<file path="src/rtl/video_pkg.sv">
// rtl/video_pkg.sv - shared types and constants for the instruction dispatcher
package video_pkg;

  // Width of each instruction word sent to the video processor
  localparam int INSTR_W = 32;

  // Default FIFO depth and post-issue idle spacing
  localparam int DEFAULT_DEPTH = 16;
  localparam int DEFAULT_GAP   = 8;

  // Dispatcher FSM encoding
  typedef enum logic [1:0] {
    ST_IDLE  = 2'd0,
    ST_ISSUE = 2'd1,
    ST_GAP   = 2'd2
  } disp_state_e;

  // One queued instruction: word A in the upper half, word B in the lower half
  typedef struct packed {
    logic [INSTR_W-1:0] a;
    logic [INSTR_W-1:0] b;
  } instr_pair_t;

  // Bits needed for a down-counter holding values 0..v-1; never less than 1
  function automatic int counter_width(input int v);
    return (v <= 2) ? 1 : $clog2(v);
  endfunction

endpackage

</file>
<file path="src/rtl/instruction_fifo.sv">
// rtl/instruction_fifo.sv - show-ahead synchronous FIFO with registered full and count
module instruction_fifo #(
  parameter int WIDTH = 64,
  parameter int DEPTH = 16
) (
  input  logic                   clk,
  input  logic                   reset,
  input  logic                   push_i,
  input  logic [WIDTH-1:0]       push_data_i,
  input  logic                   pop_i,
  output logic [WIDTH-1:0]       head_o,
  output logic                   empty_o,
  output logic                   full_o,
  output logic [$clog2(DEPTH):0] count_o
);

  localparam int AW = $clog2(DEPTH);
  localparam int CW = AW + 1;

  logic [WIDTH-1:0] mem_q [DEPTH];
  logic [AW-1:0]    wr_ptr_q, wr_ptr_d;
  logic [AW-1:0]    rd_ptr_q, rd_ptr_d;
  logic [CW-1:0]    count_q, count_d;
  logic             full_q, full_d;
  logic             push_ok;
  logic             pop_ok;

  // A push is judged against the registered full flag, so a push into a full
  // FIFO is dropped even when a pop frees a slot on the same edge.
  assign push_ok = push_i & ~full_q;
  assign pop_ok  = pop_i & (count_q != '0);

  // Pointer and occupancy next-state; pointers wrap naturally (DEPTH is 2^AW)
  always_comb begin
    wr_ptr_d = wr_ptr_q;
    rd_ptr_d = rd_ptr_q;
    count_d  = count_q;
    if (push_ok) begin
      wr_ptr_d = wr_ptr_q + AW'(1);
    end
    if (pop_ok) begin
      rd_ptr_d = rd_ptr_q + AW'(1);
    end
    case ({push_ok, pop_ok})
      2'b10:   count_d = count_q + CW'(1);
      2'b01:   count_d = count_q - CW'(1);
      default: count_d = count_q;
    endcase
    full_d = (count_d == CW'(DEPTH));
  end

  // Pointer, count and full registers
  always_ff @(posedge clk) begin
    if (!reset) begin
      wr_ptr_q <= '0;
      rd_ptr_q <= '0;
      count_q  <= '0;
      full_q   <= 1'b0;
    end else begin
      wr_ptr_q <= wr_ptr_d;
      rd_ptr_q <= rd_ptr_d;
      count_q  <= count_d;
      full_q   <= full_d;
    end
  end

  // Storage array; contents need no reset since the pointers gate every read
  always_ff @(posedge clk) begin
    if (push_ok) begin
      mem_q[wr_ptr_q] <= push_data_i;
    end
  end

  assign head_o  = mem_q[rd_ptr_q];
  assign empty_o = (count_q == '0);
  assign full_o  = full_q;
  assign count_o = count_q;

endmodule

</file>
<file path="src/rtl/instruction_dispatcher.sv">
// rtl/instruction_dispatcher.sv - queues host instructions and issues them to the video processor
module instruction_dispatcher
  import video_pkg::*;
#(
  parameter int DEPTH = DEFAULT_DEPTH,
  parameter int GAP   = DEFAULT_GAP
) (
  input  logic                   clk,
  input  logic                   reset,
  input  logic                   host_wr,
  input  logic [INSTR_W-1:0]     host_dataA,
  input  logic [INSTR_W-1:0]     host_dataB,
  output logic                   host_full,
  output logic [$clog2(DEPTH):0] host_count,
  output logic                   overflow,
  input  logic                   printtingScreen,
  output logic [INSTR_W-1:0]     dataA,
  output logic [INSTR_W-1:0]     dataB,
  output logic                   clk_en,
  output logic                   busy
);

  localparam int GW = counter_width(GAP);
  localparam int CW = $clog2(DEPTH) + 1;

  disp_state_e        state_q, state_d;
  logic [GW-1:0]      gap_q, gap_d;
  logic [INSTR_W-1:0] data_a_q, data_a_d;
  logic [INSTR_W-1:0] data_b_q, data_b_d;
  logic               clk_en_q, clk_en_d;
  logic               overflow_q, overflow_d;

  instr_pair_t        push_pair;
  instr_pair_t        head_pair;
  logic               fifo_empty;
  logic               fifo_full;
  logic [CW-1:0]      fifo_count;
  logic               fifo_pop;
  logic               can_issue;

  assign push_pair = '{a: host_dataA, b: host_dataB};

  instruction_fifo #(
    .WIDTH ($bits(instr_pair_t)),
    .DEPTH (DEPTH)
  ) u_fifo (
    .clk         (clk),
    .reset       (reset),
    .push_i      (host_wr),
    .push_data_i (push_pair),
    .pop_i       (fifo_pop),
    .head_o      (head_pair),
    .empty_o     (fifo_empty),
    .full_o      (fifo_full),
    .count_o     (fifo_count)
  );

  // The screen-scan flag is only consulted here, at the moment of deciding to issue
  assign can_issue = ~fifo_empty & ~printtingScreen;

  // Issue FSM: pick up the head entry, pulse clk_en once, then hold off GAP cycles
  always_comb begin
    state_d  = state_q;
    gap_d    = gap_q;
    data_a_d = data_a_q;
    data_b_d = data_b_q;
    clk_en_d = 1'b0;
    fifo_pop = 1'b0;
    case (state_q)
      ST_IDLE: begin
        if (can_issue) begin
          state_d  = ST_ISSUE;
          data_a_d = head_pair.a;
          data_b_d = head_pair.b;
          clk_en_d = 1'b1;
          fifo_pop = 1'b1;
        end
      end
      ST_ISSUE: begin
        state_d = ST_GAP;
        gap_d   = GW'(GAP - 1);
      end
      ST_GAP: begin
        if (gap_q == '0) begin
          if (can_issue) begin
            state_d  = ST_ISSUE;
            data_a_d = head_pair.a;
            data_b_d = head_pair.b;
            clk_en_d = 1'b1;
            fifo_pop = 1'b1;
          end else begin
            state_d = ST_IDLE;
          end
        end else begin
          gap_d = gap_q - GW'(1);
        end
      end
      default: begin
        state_d = ST_IDLE;
      end
    endcase
  end

  // Dropped pushes latch the sticky overflow flag until reset
  always_comb begin
    overflow_d = overflow_q | (host_wr & fifo_full);
  end

  // State, gap counter and registered processor-facing outputs
  always_ff @(posedge clk) begin
    if (!reset) begin
      state_q    <= ST_IDLE;
      gap_q      <= '0;
      data_a_q   <= '0;
      data_b_q   <= '0;
      clk_en_q   <= 1'b0;
      overflow_q <= 1'b0;
    end else begin
      state_q    <= state_d;
      gap_q      <= gap_d;
      data_a_q   <= data_a_d;
      data_b_q   <= data_b_d;
      clk_en_q   <= clk_en_d;
      overflow_q <= overflow_d;
    end
  end

  assign dataA      = data_a_q;
  assign dataB      = data_b_q;
  assign clk_en     = clk_en_q;
  assign overflow   = overflow_q;
  assign host_full  = fifo_full;
  assign host_count = fifo_count;
  assign busy       = (state_q != ST_IDLE) || (fifo_count != '0);

endmodule

</file>
<file path="config.mk">
export PLATFORM = sky130hd
export DESIGN_NAME = instruction_dispatcher
export DESIGN_NICKNAME = d
export VERILOG_FILES = /design/src/rtl/video_pkg.sv /design/src/rtl/instruction_fifo.sv /design/src/rtl/instruction_dispatcher.sv
export SDC_FILE = /design/constraint.sdc
export NUM_CORES = 1
export LEC_CHECK = 0
export CELL_PAD_IN_SITES_DETAIL_PLACEMENT = 0
export CELL_PAD_IN_SITES_GLOBAL_PLACEMENT = 1
export CORE_MARGIN = 8
export CORE_UTILIZATION = 54
export CTS_CLUSTER_DIAMETER = 40
export DETAILED_ROUTE_END_ITERATION = 12
export PLACE_DENSITY_LB_ADDON = 0.1
export SLEW_MARGIN = 20
export SYNTH_ARGS = -nofsm -noshare
export SYNTH_HDL_FRONTEND = slang
export SYNTH_SLANG_ARGS = --single-unit
</file>
<file path="constraint.sdc">
create_clock -name clk -period 9 [get_ports clk]
set_clock_uncertainty 0.2 [all_clocks]
set_input_delay 0.9 -clock clk [delete_from_list [all_inputs] [get_ports clk]]
set_output_delay 0.9 -clock clk [all_outputs]
set_load 0.01 [all_outputs]
</file>
==> out/metrics.yaml <==
status: "completed"
ys.flop_type: "edfxtp_1"
hold_viol: 0
grt_pass1_wl_mm: 133.4
fp.coreArea_um2: 77080
dr.pass1.iters: 5
post_drt_wl_per_cell_um: 27.49
fp-row-count: 102
p_leak_nw: 15.09
cp-start-kind: "input pin"
die_y_um: 294.3
yosysTopAreaCell: "edfxtp_1"
final_nets: 2154
gp_congestion: 0.7544
grt_pass1_vias: 21110
synth_area_um2: 41810
setup-tns-final_ps: 0
tritoncts: "built"
dp.cells: 2975
routed_wl_mm: 88.72
drc: 0
tightest_slew_ps: 1110
cts_root_buf: "clkbuf_16"
drive_above_1_share: 0.2434
rsz0062_at_grt: "false"
synth-seq-area-share: 0.7781
synth.area.top_cells: "edfxtp_1, mux4_2, dfxtp_1"
initialDrtViolationCount: 1397
synth_most_common_cell: "edfxtp_1"
ys_seq_elements: 1113
htreeDepth: 4
syn_inst: 1867
viasPerCell: 6.008
yosysUniqueCellTypes: 42
synthToLayoutAreaGrowth_pct: 17.10
clk-insertion-delay-late_ps: 710
synth_edf_count: 1024
synth_nets: 1946
ioPinCount: 141
clk_pin_slew_worst_paths_ps: 50
grt_use_total: 0.2080
start_util: 0.5424
max_slew_margin: 0.2600
fin_cells: 3227
synth_top_area_share: 0.7355
drtAntennaViolNets: 0
post-cts-setup-buffers: 0
finalSetupViolations: 0
cts_buffers: 138
cp_max_fo: 39
cts_num_sinks: 1113
vias: 19390
end_kind: "register"
finalMaxSlewViolations: 0
cts_buffer_depth: 3
die-area_um2: 86590
worst-endpoint-arrival_ps: 4020
fmax_ghz: 0.2562
cts_resized: 0
min_period_ps: 3903
async_flop_share: 0
post-route-period-util: 0.4336
criticalPathCategory: "input pin to register"
postCtsHoldBufs: 0
synth_warnings: 0
overflow: 0
hold_class: "register to register"
io_buffers: 140
antenna_found_initial: 2
syn_avg_cell_area_um2: 22.39
dp_hpwl_mm: 46.67
fp.dieW_um: 294.3
max_cap_viol_count: 0
p_per_area_nw_per_um2: 273.1
irDropWorstVdd_uv: 204.8
cp.required_ps: 9120
ys_top_cells_by_count: "edfxtp_1, mux4_2, dfxtp_1"
grt_max_degree: 142
-- worst paths after layout --
| check | start | to | slack [ps] | cells after the start |
|---|---|---|---|---|
| max | host_wr | u_fifo.mem_q[4][2]$_DFFE_PP_ | 5100 | 5 |
| min reg2reg | dataA[24]$_SDFFE_PN0P_ | dataA[24]$_SDFFE_PN0P_ | 270 | 1 |
| max reg2reg | register | dataA[8]$_SDFFE_PN0P_ | 5350 | 5 |
| min | dataA[24]$_SDFFE_PN0P_ | dataA[24]$_SDFFE_PN0P_ | 270 | 1 |
-- logic make-up after synthesis --
family | after synthesis | share of synthesized area
flops | 1113 | 0.7781
buf+inv | 116 | 0.01580
simple gates | 81 | 0.01065
fa+ha+maj | 11 | 0.003292
xor+xnor | 9 | 0.001885
compound gates | 213 | 0.03612
mux | 324 | 0.1542
-- registers in the layout, indices dropped and copies added, names as in the netlist, named ones only --
register / cells
clk_en: 1
dataA: 32
dataB: 32
gap_q: 3
overflow: 1
state_q: 2
u_fifo.count_o: 5
u_fifo.full_o: 1
u_fifo.mem_q: 1024
u_fifo.rd_ptr_q: 4
u_fifo.wr_ptr_q: 4
-- layout make-up --
cell class                 count  area, µm²
antenna                        1      2.502
clock buffer                 174       3757
clock inverter                77      870.8
fill                        5298      28120
inverter                       7      26.28
multi-input combinational    638       8748
sequential                  1113      32550
tap                         1040       1301
timing repair buffer         177       1708
-- worst max-delay path, stage by stage --
cell and delay (ps):
clkdlybuf4s50_1 470, nor2b_1 670, nand2_1 400, nor2_4 830, buf_4 710
-- placed cells by master (no fill, tap or decap), drive strengths merged, types with 5 or more instances in the layout --
master,count
inv,17
clkinv,41
nor2,20
nand2,10
a21oi,5
bufinv,14
nand2b,7
mux4,256
a22o,64
xnor2,5
mux2i,68
buf,37
clkdlybuf4s50,140
nor3,6
clkbuf,174
o21ai,71
clkinvlp,12
ha,11
dfxtp,89
a22oi,64
and2,10
edfxtp,1024
nor2b,11
-- per-stage QoR --
stage / area (µm²) / power [mW] / worst slack [ps] / hold slack, ps / utilization
global placement: 44330 / 8.021 / 4412 / 258.7 / 0.5750
floorplan: 41810 / 7.354 / 2421 / 289.9 / -
global route: 48960 / 13.86 / 4912 / 287.5 / 0.6351
CTS: 48950 / 13.53 / 5089 / 280.0 / 0.6351
detailed placement: 44330 / 8.051 / 4317 / 263.3 / 0.5750
finish: 48960 / 13.37 / 5097 / 273.5 / 0.6352
-- power by group --
| group | internal [mW] | total (mW) | switching (mW) |
|---|---|---|---|
| clock | 3.38 | 5.46 | 2.08 |
| sequential | 5.93 | 6.10 | 0.173 |
| combinational | 0.875 | 1.80 | 0.927 |
-- layer usage --
layer	up-vias	track usage	part of all wire
li1	8336	-	-
met1	10400	0.2812	0.42
met2	528	0.3472	0.50
met3	125	0.04322	0.056
met4	0	0.05434	0.017
met5	-	0	0
No activity file was read; power rests on OpenSTA's default activity.
